<file path="src/rtl/bufg_gt_ctrl_pkg.sv">
// Shared types and constants for the GT clock divide buffer sequencer.
// DIV code n selects divide-by-(n+1).
package bufg_gt_ctrl_pkg;

  typedef enum logic [2:0] {
    RST_HOLD,
    IDLE,
    GATE,
    CLEAR,
    RELEASE,
    ENABLE,
    DONE
  } state_t;

  localparam logic [2:0] DIV1 = 3'd0;
  localparam logic [2:0] DIV2 = 3'd1;
  localparam logic [2:0] DIV3 = 3'd2;
  localparam logic [2:0] DIV4 = 3'd3;
  localparam logic [2:0] DIV5 = 3'd4;
  localparam logic [2:0] DIV6 = 3'd5;
  localparam logic [2:0] DIV7 = 3'd6;
  localparam logic [2:0] DIV8 = 3'd7;

  localparam int GATE_CYC_DEF   = 4;
  localparam int CLR_CYC_DEF    = 2;
  localparam int SETTLE_CYC_DEF = 4;
  localparam int EN_CYC_DEF     = 16;
  localparam int CNT_W_DEF      = 5;

endpackage

</file>
<file path="src/rtl/bufg_gt_ctrl_if.sv">
// Request handshake plus buffer control pins between requester, sequencer and GT divide buffer.
// master = requester side, slave = sequencer side.
interface bufg_gt_ctrl_if;

  logic       req;
  logic [2:0] div_new;
  logic       ack;
  logic       busy;
  logic       ready;
  logic       ce;
  logic       cemask;
  logic       clr;
  logic       clrmask;
  logic [2:0] div;

  modport master (
    output req, div_new,
    input  ack, busy, ready, ce, cemask, clr, clrmask, div
  );

  modport slave (
    input  req, div_new,
    output ack, busy, ready, ce, cemask, clr, clrmask, div
  );

endinterface

</file>
<file path="src/rtl/bufg_gt_ctrl.sv">
// Glitch-free power-up and divide-ratio change sequencer for a GT clock divide buffer.
// Optional macro BUFG_GT_CTRL_SAME_DIV_SKIP_EN: requests for the current DIV acknowledge without a sequence.
module bufg_gt_ctrl
  import bufg_gt_ctrl_pkg::*;
#(
  parameter logic [2:0] DIV_INIT   = DIV1,
  parameter int         GATE_CYC   = GATE_CYC_DEF,
  parameter int         CLR_CYC    = CLR_CYC_DEF,
  parameter int         SETTLE_CYC = SETTLE_CYC_DEF,
  parameter int         EN_CYC     = EN_CYC_DEF,
  parameter int         CNT_W      = CNT_W_DEF
) (
  input  logic          clk,
  input  logic          rst,
  bufg_gt_ctrl_if.slave bus
);

  localparam logic [CNT_W-1:0] GATE_LD   = CNT_W'(GATE_CYC - 1);
  localparam logic [CNT_W-1:0] CLR_LD    = CNT_W'(CLR_CYC - 1);
  localparam logic [CNT_W-1:0] SETTLE_LD = CNT_W'(SETTLE_CYC - 1);
  localparam logic [CNT_W-1:0] EN_LD     = CNT_W'(EN_CYC - 1);

  state_t           state_q, state_d;
  logic [CNT_W-1:0] cnt_q, cnt_d;
  logic             from_req_q, from_req_d;
  logic             capture;
  logic [2:0]       div_nxt_q;

  logic             ce_q, ce_d;
  logic             clr_q, clr_d;
  logic             ack_q, ack_d;
  logic             busy_q, busy_d;
  logic             ready_q, ready_d;
  logic [2:0]       div_q, div_d;

  always_comb begin
    state_d    = state_q;
    cnt_d      = (cnt_q == '0) ? '0 : cnt_q - CNT_W'(1);
    from_req_d = from_req_q;
    capture    = 1'b0;

    case (state_q)
      RST_HOLD: if (cnt_q == '0) begin
        state_d = RELEASE;
        cnt_d   = SETTLE_LD;
      end
      IDLE: if (bus.req) begin
        capture    = 1'b1;
        from_req_d = 1'b1;
`ifdef BUFG_GT_CTRL_SAME_DIV_SKIP_EN
        if (bus.div_new == div_q) begin
          state_d = DONE;
        end else begin
          state_d = GATE;
          cnt_d   = GATE_LD;
        end
`else
        state_d = GATE;
        cnt_d   = GATE_LD;
`endif
      end
      GATE: if (cnt_q == '0) begin
        state_d = CLEAR;
        cnt_d   = CLR_LD;
      end
      CLEAR: if (cnt_q == '0) begin
        state_d = RELEASE;
        cnt_d   = SETTLE_LD;
      end
      RELEASE: if (cnt_q == '0) begin
        state_d = ENABLE;
        cnt_d   = EN_LD;
      end
      ENABLE: if (cnt_q == '0) begin
        state_d    = from_req_q ? DONE : IDLE;
        from_req_d = 1'b0;
      end
      DONE: if (!bus.req) begin
        state_d = IDLE;
      end
      default: state_d = RST_HOLD;
    endcase

    // Outputs are decoded from the next state so each flop matches the state it enters.
    ce_d    = 1'b0;
    clr_d   = 1'b0;
    ack_d   = 1'b0;
    busy_d  = 1'b1;
    ready_d = 1'b0;
    div_d   = div_q;

    case (state_d)
      RST_HOLD: clr_d = 1'b1;
      IDLE: begin
        ce_d    = 1'b1;
        busy_d  = 1'b0;
        ready_d = 1'b1;
      end
      CLEAR: clr_d = 1'b1;
      ENABLE: ce_d = 1'b1;
      DONE: begin
        ce_d    = 1'b1;
        ack_d   = 1'b1;
        busy_d  = 1'b0;
        ready_d = 1'b1;
      end
      default: ;
    endcase

    // DIV only moves on CLEAR entry, when CLR is asserting in the same cycle.
    if (state_d == CLEAR && state_q != CLEAR) begin
      div_d = div_nxt_q;
    end
  end

  always_ff @(posedge clk or posedge rst) begin
    if (rst) begin
      state_q    <= RST_HOLD;
      cnt_q      <= CLR_LD;
      from_req_q <= 1'b0;
      ce_q       <= 1'b0;
      clr_q      <= 1'b1;
      ack_q      <= 1'b0;
      busy_q     <= 1'b1;
      ready_q    <= 1'b0;
      div_q      <= DIV_INIT;
    end else begin
      state_q    <= state_d;
      cnt_q      <= cnt_d;
      from_req_q <= from_req_d;
      ce_q       <= ce_d;
      clr_q      <= clr_d;
      ack_q      <= ack_d;
      busy_q     <= busy_d;
      ready_q    <= ready_d;
      div_q      <= div_d;
    end
  end

  // Captured ratio is only consumed after a reset-free trip through GATE, so it needs no reset.
  always_ff @(posedge clk) begin
    if (capture) begin
      div_nxt_q <= bus.div_new;
    end
  end

  assign bus.ce      = ce_q;
  assign bus.cemask  = 1'b0;
  assign bus.clr     = clr_q;
  assign bus.clrmask = 1'b0;
  assign bus.div     = div_q;
  assign bus.ack     = ack_q;
  assign bus.busy    = busy_q;
  assign bus.ready   = ready_q;

endmodule

</file>
<file path="src/flat_wrapper.sv">
// flat-port wrapper written by rule: the top's interface ports become plain ports
module bufg_gt_ctrl_flat import bufg_gt_ctrl_pkg::*;
#(
  parameter logic [2:0] DIV_INIT   = DIV1,
  parameter int         GATE_CYC   = GATE_CYC_DEF,
  parameter int         CLR_CYC    = CLR_CYC_DEF,
  parameter int         SETTLE_CYC = SETTLE_CYC_DEF,
  parameter int         EN_CYC     = EN_CYC_DEF,
  parameter int         CNT_W      = CNT_W_DEF
)
  (clk, rst, bus_req, bus_div_new, bus_ack, bus_busy, bus_ready, bus_ce, bus_cemask, bus_clr, bus_clrmask, bus_div);
  bufg_gt_ctrl_if bus_i ();
  input  logic clk;
  input  logic rst;
  input wire logic [$bits(bus_i.req)-1:0] bus_req;
  input wire logic [$bits(bus_i.div_new)-1:0] bus_div_new;
  output wire logic [$bits(bus_i.ack)-1:0] bus_ack;
  output wire logic [$bits(bus_i.busy)-1:0] bus_busy;
  output wire logic [$bits(bus_i.ready)-1:0] bus_ready;
  output wire logic [$bits(bus_i.ce)-1:0] bus_ce;
  output wire logic [$bits(bus_i.cemask)-1:0] bus_cemask;
  output wire logic [$bits(bus_i.clr)-1:0] bus_clr;
  output wire logic [$bits(bus_i.clrmask)-1:0] bus_clrmask;
  output wire logic [$bits(bus_i.div)-1:0] bus_div;
  assign bus_i.req = bus_req;
  assign bus_i.div_new = bus_div_new;
  assign bus_ack = bus_i.ack;
  assign bus_busy = bus_i.busy;
  assign bus_ready = bus_i.ready;
  assign bus_ce = bus_i.ce;
  assign bus_cemask = bus_i.cemask;
  assign bus_clr = bus_i.clr;
  assign bus_clrmask = bus_i.clrmask;
  assign bus_div = bus_i.div;
  bufg_gt_ctrl #(.DIV_INIT(DIV_INIT), .GATE_CYC(GATE_CYC), .CLR_CYC(CLR_CYC), .SETTLE_CYC(SETTLE_CYC), .EN_CYC(EN_CYC), .CNT_W(CNT_W)) u_core (.clk(clk), .rst(rst), .bus(bus_i));
endmodule
</file>
<file path="config.mk">
export PLATFORM = sky130hd
export DESIGN_NAME = bufg_gt_ctrl_flat
export DESIGN_NICKNAME = d
export VERILOG_FILES = /design/src/rtl/bufg_gt_ctrl_pkg.sv /design/src/rtl/bufg_gt_ctrl_if.sv /design/src/rtl/bufg_gt_ctrl.sv /design/src/flat_wrapper.sv
export SDC_FILE = /design/constraint.sdc
export NUM_CORES = 1
export LEC_CHECK = 0
export ABC_AREA = 1
export CORE_MARGIN = 5
export CORE_UTILIZATION = 53
export DETAILED_ROUTE_END_ITERATION = 6
export GPL_ROUTABILITY_DRIVEN = 1
export PLACE_DENSITY = 0.76
export SYNTH_ARGS = -nofsm -noshare
export SYNTH_HDL_FRONTEND = slang
export SYNTH_SLANG_ARGS = --single-unit
export TNS_END_PERCENT = 10
</file>
<file path="constraint.sdc">
create_clock -name clk -period 2.1 [get_ports clk]
set_input_delay 0.315 -clock clk [delete_from_list [all_inputs] [get_ports clk]]
set_output_delay 0.315 -clock clk [all_outputs]
set_load 0.03 [all_outputs]
</file>
==> flow_summary_export.csv, run 1 <==
group,metric,value,unit
yosys,synthMuxAreaShare,0.0297,
cells_and_area,fillers,180,
timing,tightestPinTransition,0.625,ns
routing,detail_route.iter0.violations,21,
floorplan,ios,16,
timing,fmax,549,MHz
yosys,synth_seq_cells,20,
power,swShare,0.462,
clock_tree,clock_latency,0.30,ns
clock_tree,cts_root_buffer,"clkbuf_4",
clock_tree,cts_max_level,1,
floorplan,die_w,56.3,um
routing,drc,0,
routing,viasPerCell,5.15,
routing,dr.pass1.iters,5,
power,p_switching,0.962,mW
power,p_total,2.08,mW
critical_path,cp-start-kind,"flip-flop",
cells_and_area,syn2layout_area_growth,12.8,%
grt,grt_usage,0.147,
clock_tree,ctsHoldBuffers,0,
place,placedCellCount,165,
power,p_int,1.12,mW
cells_and_area,antennaDiodeCount,0,
cells_and_area,final_cell_mix,"nand2_1, inv_1, dfrtp_1",
routing,totalWireLength,2.12,mm
min_path,hold_path_class,"in2async",
cells_and_area,design_area,1280,um^2
grt,grt_pass1_vias,873,
critical_path,r2r_slack,0.28,ns
place,placed_cell_area,1260,um^2
yosys,ys_types,31,
critical_path,rr_endpoint,"u_core.bus.div[2]",
cells_and_area,drive_gt1_frac,0.190,
cells_and_area,instances_no_fill,169,
yosys,synth-xor-area-share,0.0154,
critical_path,startpoint,"u_core.cnt_q[0]",
clock_tree,numCtsBuffers,3,
power,pwr-share-clk,0.088,
clock_tree,cts_sinks,20,
yosys,synthSimpleGateAreaFrac,0.300,
power,leakagePower,0.638,nW
critical_path,end_kind,"flip-flop",
power,power_frac_comb,0.576,
timing,setup_viol,0,
grt,antenna_found_initial,0,
critical_path,cp_max_fo,15,
cells_and_area,utilization,0.641,
critical_path,crit_required,2.29,ns
timing,slew_violations,0,
floorplan,die_h,56.3,um
grt,grt-ovfl-total,0,
yosys,synth_compound_area_frac,0.0704,
floorplan,coreArea,2000,um^2
timing,fin_hold_ws,0.387,ns
clock_tree,cts_tree,"done",
yosys,synth_warnings,0,
timing,rsz0062_at_grt,"false",
grt,grt_pass1_wl,3.73,mm
run,maxCapViolations,0,
critical_path,crit_type,"reg2reg",
yosys,avgSynthCellArea,8.82,um^2
power,powerDensity,1620,nW/um^2
critical_path,crit_arrival,2.01,ns
power,seqPwrFrac,0.335,
floorplan,initial_core_util,0.568,
yosys,synth_top_family_by_area,"simple AND/OR/NAND/NOR gates",
status,status,"finished, final reports clean",
timing,period_needed,1.82,ns
grt,grt_max_degree,18,
power,ir_drop,0.940,mV
place,dpl_worst_slack,0.287,ns
critical_path,cp-endpoint,"u_core.bus.div[2]",
floorplan,fp.dieArea,3170,um^2
place,port_buffers,13,
place,finalWeightedCongestion,0.833,
routing,vias,870,
place,dp_hpwl,1.64,mm
timing,relSlewSlack,0.583,
floorplan,rows,16,
yosys,synth_cells,129,
yosys,synth_adder_area_share,0.0110,
cells_and_area,layout.nets,150,
clock_tree,cts_setup_buffers,0,
clock_tree,path_clk_slew,0.10,ns
timing,min_period_over_period,0.868,
critical_path,r2r_start,"u_core.cnt_q[0]",
yosys,synthesis.area,1140,um^2
timing,finalHoldViolations,0,
cells_and_area,final_common_cell,"nand2_1",
timing,clock_skew,0.00641,ns
timing,setup_tns,0,ns
routing,wl_per_cell,12.6,um
critical_path,ff2ff_path_depth,6,
clock_tree,post_cts_resized,0,
timing,worst_slack,0.277,ns
routing,ant_nets,0,
clock_tree,clk_path_buf_depth,2,
yosys,synth_seq_area_share,0.457,
[synthesized netlist by cell type]
master     n  area (um^2)
nand3_4    2         35.0
a21oi_2    1         8.76
buf_6      3         33.8
nor2_1     5         18.8
inv_4      2         12.5
a21o_1     1         7.51
xnor2_1    2         17.5
buf_4      2         15.0
a21oi_1    5         25.0
nand4_1    3         18.8
o22ai_1    1         6.26
inv_2      2         7.51
nand3_2    2         20.0
nand3b_1   1         7.51
nor2_4     2         22.5
nor3_1     2         10.0
or2_2      1         6.26
inv_1     16         60.1
mux2_2     3         33.8
edfxtp_1   3         90.1
nand3_1    7         35.0
ha_1       1         12.5
nor2_2     3         18.8
a211oi_1   1         7.51
dfrtp_1   14          350
o21ai_0    5         25.0
dfstp_2    3         78.8
nand2_1   32          120
conb_1     1         3.75
nor3_4     1         16.3
nand2_2    2         12.5
[how the worst min path moves through the flow]
stage                        start  slack (ns)           endpoint  cells past startpoint
2_1_floorplan                  rst        0.24     u_core.bus.ack                      1
3_3_place_gp   u_core.div_nxt_q[2]        0.48  u_core.bus.div[2]                      1
3_5_place_dp   u_core.div_nxt_q[2]        0.47  u_core.bus.div[2]                      1
4_1_cts                        rst        0.41   u_core.bus.ready                      2
5_1_grt                        rst        0.45  u_core.bus.div[1]                      2
6_report                       rst        0.39  u_core.bus.div[0]                      2
[routing by layer]
| metal | up-vias | track usage | share of wire |
|---|---|---|---|
| li1 | 434 | - | - |
| met1 | 398 | 0.190 | 0.44 |
| met2 | 33 | 0.232 | 0.46 |
| met3 | 5 | 0.0206 | 0.071 |
| met4 | 0 | 0.0881 | 0.027 |
| met5 | - | 0 | 0 |
[worst max-delay path, stage by stage, from the launching register on]
cell and delay, ns:
dfstp_2 0.55, inv_1 0.06, ha_1 0.26, nand3_2 0.24, nand2_1 0.11, nand2_1 0.14
mux2_2 0.34
[registers in the layout, summed over array words and instances, names as in the netlist]
| name | cells |
|---|---|
| u_core.div_nxt_q | 3 |
| u_core.bus.busy | 1 |
| u_core.bus.div | 3 |
| u_core.bus.ack | 1 |
| u_core.from_req_q | 1 |
| u_core.cnt_q | 5 |
| u_core.bus.ready | 1 |
| u_core.state_q | 3 |
| u_core.bus.ce | 1 |
| u_core.bus.clr | 1 |
[cell families (layout without fill, tap and decap cells)]
| kind of cell | count (synthesis) | in the layout |
|---|---|---|
| xor+xnor | 2 | 2 |
| compound gates | 14 | 14 |
| simple gates | 63 | 63 |
| flops | 20 | 20 |
| buf+inv | 25 | 37 |
| other cells | 1 | 2 |
| fa+ha+maj | 1 | 1 |
| mux | 3 | 3 |
[area by class of cell]
type                       count  area, um^2  share of cell area
clock buffer                   4        26.3              0.0205
timing repair buffer          13         130               0.101
multi-input combinational     85         493               0.384
tap                           27        33.8              0.0263
inverter                      20        80.1              0.0624
sequential                    20         519               0.405
[power groups by stage]
stage | Sequential [mW] | Combinational, mW | Clock (mW)
2_1_floorplan | 0.767 | 0.890 | 0
3_3_place_gp | 0.697 | 1.16 | 0
3_5_place_dp | 0.707 | 1.19 | 0
4_1_cts | 0.699 | 1.20 | 0.188
5_1_grt | 0.721 | 1.33 | 0.204
6_report | 0.698 | 1.20 | 0.184
Power figures use the tool's default switching activity.
==> run 2: changes to the inputs <==
- CORE_UTILIZATION: 53 -> 57
- GPL_ROUTABILITY_DRIVEN: 1 -> default
- PLACE_DENSITY: 0.76 -> 0.81
- clock period: 2.1 -> 2.35 ns (I/O delays scaled with it)
==> run 2 against run 1 <==
Effect of this change:
- first-iteration DRC count shrank 9.5%
- largest cell class unchanged
- utilization grew 2.7 points
- via count shrank 0.92%
- critical endpoint is now bus_busy
- design area is the same
==> flow_summary_export.csv, run 2 (same netlist as run 1, synthesis figures left out) <==
group,metric,value,unit
cells_and_area,registers.top_by_ff_count,"u_core.cnt_q",
cells_and_area,antennaDiodeCount,0,
cells_and_area,largest_register_ffs,5,
cells_and_area,drive_gt1_frac,0.190,
timing,relSlewSlack,0.576,
timing,rsz0062_at_grt,"false",
timing,tightestPinTransition,0.636,ns
routing,detail_route.iter0.violations,19,
grt,grt-ovfl-total,0,
critical_path,crit_slowest_cell,"clkdlybuf4s50_1",
floorplan,initial_core_util,0.592,
cells_and_area,layout.nets,150,
cells_and_area,utilization,0.667,
grt,grt_max_degree,18,
routing,wl_per_cell,12.7,um
clock_tree,ctsHoldBuffers,0,
place,placed_cell_area,1260,um^2
critical_path,slowest_delay,0.66,ns
clock_tree,path_clk_slew,0.11,ns
floorplan,die_w,54.7,um
floorplan,rows,16,
floorplan,ios,16,
critical_path,ff2ff_path_depth,6,
timing,setup_tns,0,ns
clock_tree,cts_setup_buffers,0,
power,leakagePower,0.638,nW
critical_path,crit_required,2.00,ns
critical_path,cp.depth,1,
critical_path,crit_arrival,1.48,ns
critical_path,cp_max_fo,1,
critical_path,startpoint,"u_core.bus.busy",
clock_tree,cts_root_buffer,"clkbuf_4",
timing,period_needed,1.83,ns
cells_and_area,instances_no_fill,169,
timing,clock_skew,0.00687,ns
critical_path,crit_family,"buffers and inverters",
grt,grt_usage,0.168,
cells_and_area,fillers,174,
routing,viasPerCell,5.10,
place,finalWeightedCongestion,0.859,
timing,finalHoldViolations,0,
routing,ant_nets,0,
cells_and_area,syn2layout_area_growth,12.8,%
timing,setup_viol,0,
critical_path,r2r_start,"u_core.cnt_q[0]",
critical_path,cp-start-kind,"flip-flop",
cells_and_area,final_common_cell,"nand2_1",
place,dp_hpwl,1.69,mm
floorplan,fp.dieArea,2990,um^2
clock_tree,cts_tree,"done",
routing,totalWireLength,2.15,mm
place,dpl_worst_slack,0.552,ns
routing,drc,0,
min_path,hold_path_class,"in2async",
cells_and_area,design_area,1280,um^2
grt,grt_pass1_wl,3.61,mm
clock_tree,cts_sinks,20,
cells_and_area,final_cell_mix,"nand2_1, inv_1, dfrtp_1",
critical_path,path_buf_inv,1,
critical_path,end_kind,"output port",
power,ir_drop,0.674,mV
timing,min_period_over_period,0.780,
power,powerDensity,1450,nW/um^2
grt,grt_pass1_vias,857,
clock_tree,cts_max_level,1,
clock_tree,numCtsBuffers,3,
clock_tree,clk_path_buf_depth,2,
place,port_buffers,13,
timing,fmax,546,MHz
routing,dr.pass1.iters,4,
clock_tree,post_cts_resized,0,
clock_tree,clock_latency,0.29,ns
status,status,"finished, final reports clean",
floorplan,coreArea,1920,um^2
timing,slew_violations,0,
critical_path,crit_path_cell_trace,"clkdlybuf4s50_1",
routing,vias,862,
place,placedCellCount,165,
grt,antenna_found_initial,0,
run,maxCapViolations,0,
floorplan,die_h,54.7,um
timing,worst_slack,0.518,ns
critical_path,crit_type,"reg2out",
-- run 2: final cells by class --
type | count | area (um^2) | share of cell area
tap | 27 | 33.8 | 0.0263
inverter | 20 | 80.1 | 0.0624
timing repair buffer | 13 | 130 | 0.101
multi-input combinational | 85 | 493 | 0.384
sequential | 20 | 519 | 0.405
clock buffer | 4 | 26.3 | 0.0205
-- run 2: final timing paths --
path | endpoint | slack, ns
min in group clk | u_core.bus.div[2] | 0.50
hold / removal | u_core.bus.div[0] | 0.47
max in group asynchronous | u_core.state_q[2] | 1.47
setup reg to reg | u_core.bus.div[0] | 0.53
setup / recovery | bus_busy | 0.52
hold reg to reg | u_core.bus.div[2] | 0.50
-- run 2: report_power, final --
group          internal (mW)  switching, mW
clock                 0.0661         0.0960
combinational          0.430          0.642
sequential             0.504          0.119
total                   1.00          0.857
-- run 2: routing by layer --
metal | vias up | wire length (um) | track usage
met5 | - | 0 | 0
met4 | 0 | 39 | 0.0622
met3 | 5 | 100 | 0.0109
met2 | 22 | 1100 | 0.309
met1 | 399 | 906 | 0.201
li1 | 436 | - | -
-- run 2: metrics by stage --
step	power, mW	hold WS (ns)
2_1_floorplan	1.48	0.276
3_3_place_gp	1.66	0.478
3_5_place_dp	1.70	0.477
4_1_cts	1.87	0.495
5_1_grt	2.02	0.520
6_report	1.86	0.470
==> run 3: changes to the inputs <==
- CORE_UTILIZATION: 57 -> 53
- PLACE_DENSITY: 0.81 -> 0.76
- clock period: 2.35 -> 1.7 ns (I/O delays scaled with it)
==> run 3 against run 2 <==
Effect of this change:
- clock skew fell by 0.0014 ns
- global-route usage shrank 0.58 points
- count of clock-buffer cells in the layout shrank 1
- hold slack got worse by 0.22 ns
- largest cell class unchanged
- cell count up 3.0%
- critical path type is now reg2reg
- largest power group unchanged
==> flow_summary_export.csv, run 3 (same netlist as run 1, synthesis figures left out) <==
group,metric,value,unit
clock_tree,clk_path_buf_depth,2,
critical_path,slowest_delay,0.57,ns
critical_path,cp_common_cell,"nand2_1",
critical_path,r2r_start,"u_core.cnt_q[0]",
floorplan,die_w,56.3,um
floorplan,initial_core_util,0.568,
clock_tree,numCtsBuffers,3,
grt,grt-ovfl-total,0,
timing,slew_violations,0,
grt,grt_pass1_vias,905,
cells_and_area,multi_input_area,505,um^2
cells_and_area,final_cell_mix,"nand2_1, inv_1, dfrtp_1",
cells_and_area,final_common_cell,"nand2_1",
timing,fmax,615,MHz
critical_path,crit_path_cell_trace,"inv_1 > ha_2 > buf_4 > nand4_1 > nand2_1 > nand2_1 > nand2_2 > nand2_2 > nand2_1 > nand2_1 > nand2_1",
cells_and_area,largest_register_ffs,5,
routing,drc,0,
routing,ant_nets,0,
critical_path,crit_required,1.95,ns
cells_and_area,utilization,0.684,
cells_and_area,layout.nets,155,
routing,detail_route.iter0.violations,36,
place,port_buffers,13,
routing,vias,933,
cells_and_area,registers.top_by_ff_count,"u_core.cnt_q",
power,pwr-share-clk,0.137,
critical_path,crit_arrival,1.88,ns
power,powerDensity,2080,nW/um^2
cells_and_area,antennaDiodeCount,0,
routing,dr.pass1.iters,4,
timing,worst_slack,0.0743,ns
timing,min_period_over_period,0.956,
cells_and_area,fillers,155,
critical_path,crit_family,"simple AND/OR/NAND/NOR gates",
routing,viasPerCell,5.36,
cells_and_area,design_area,1370,um^2
critical_path,cp_max_fo,4,
floorplan,rows,16,
power,ir_drop,0.996,mV
status,status,"finished, final reports clean",
floorplan,coreArea,2000,um^2
power,p_total,2.85,mW
clock_tree,path_clk_slew,0.12,ns
power,p_int,1.59,mW
routing,wl_per_cell,13.7,um
timing,setup_viol,0,
critical_path,cp-start-kind,"flip-flop",
place,dp_hpwl,1.70,mm
clock_tree,clock_latency,0.30,ns
timing,period_needed,1.63,ns
power,swShare,0.442,
floorplan,ios,16,
min_path,hold_path_class,"in2async",
timing,clock_skew,0.00552,ns
timing,finalHoldViolations,0,
critical_path,crit_slowest_cell,"dfstp_2",
place,placed_cell_area,1300,um^2
routing,totalWireLength,2.38,mm
clock_tree,cts_root_buffer,"clkbuf_4",
power,power_frac_comb,0.558,
critical_path,r2r_slack,0.07,ns
cells_and_area,syn2layout_area_growth,20.5,%
grt,grt_usage,0.162,
grt,antenna_found_initial,0,
critical_path,ff2ff_path_depth,11,
grt,grt_pass1_wl,4.06,mm
critical_path,path_buf_inv,2,
run,maxCapViolations,0,
power,seqPwrFrac,0.304,
place,dpl_worst_slack,0.0191,ns
critical_path,end_kind,"flip-flop",
floorplan,die_h,56.3,um
power,leakagePower,0.681,nW
critical_path,crit_type,"reg2reg",
cells_and_area,seq_area,520,um^2
power,p_switching,1.26,mW
grt,grt_max_degree,18,
critical_path,rr_endpoint,"u_core.bus.busy",
cells_and_area,drive_gt1_frac,0.245,
clock_tree,cts_tree,"done",
place,finalWeightedCongestion,0.810,
clock_tree,cts_sinks,20,
floorplan,fp.dieArea,3170,um^2
clock_tree,cts_max_level,1,
==> run 3: power by group through the flow <==
stage,Clock [mW],Combinational [mW],Sequential (mW)
after floorplan,0,1.10,0.947
after global placement,0,1.49,0.862
after detailed placement,0,1.53,0.870
after CTS,0.390,1.54,0.858
after global routing,0.423,1.76,0.888
final,0.391,1.59,0.866
==> run 3: worst reg2reg max path, delay by kind of cell (launching register included) <==
kind	cells	cell delay [ns]
DFF	1	0.57
buffers and inverters	2	0.20
adders and majority gates	1	0.20
and+or+nand+nor	8	0.61
==> run 3: area by class of cell <==
| type | instances | share of cell area |
|---|---|---|
| inverter | 20 | 0.0584 |
| clock buffer | 3 | 0.0164 |
| clock inverter | 1 | 0.0219 |
| sequential | 20 | 0.380 |
| timing repair buffer | 18 | 0.130 |
| tap | 27 | 0.0247 |
| multi-input combinational | 85 | 0.369 |
==> run 3: how the worst max path moves through the flow <==
stage | start | to | slack, ns | cells past startpoint
6_report | u_core.cnt_q[0] | u_core.bus.busy | 0.07 | 11
5_1_grt | u_core.cnt_q[0] | u_core.bus.busy | -0.005 | 11
4_1_cts | u_core.cnt_q[0] | u_core.bus.div[0] | 0.002 | 6
3_5_place_dp | u_core.cnt_q[0] | u_core.bus.div[0] | 0.02 | 6
3_3_place_gp | u_core.cnt_q[0] | u_core.bus.div[2] | 0.09 | 6
2_1_floorplan | u_core.cnt_q[0] | u_core.bus.div[0] | 0.13 | 6
==> run 3: per-stage QoR <==
stage	hold slack (ns)	TNS (ns)	instances
finish	0.250	0	174
global route	0.272	-0.00626	174
CTS	0.270	0	173
detailed placement	0.475	0	169
global placement	0.483	0	169
floorplan	0.179	0	130
==> run 3: layer usage <==
| metal | global-route usage | routed length, um | part of all wire |
|---|---|---|---|
| met1 | 0.202 | 888 | 0.37 |
| met2 | 0.275 | 1230 | 0.51 |
| met3 | 0.0206 | 196 | 0.082 |
| met4 | 0.0780 | 71 | 0.030 |
| met5 | 0 | 0 | 0 |
==> run 3: timing repair <==
| action | 4_1_cts | 5_1_grt |
|---|---|---|
| hold buffers | 0 | 0 |
| pin swaps | 0 | 1 |
| setup endpoints to repair | 2 | 9 |
| setup buffers | 0 | 1 |
| gates resized for setup | 2 | 4 |
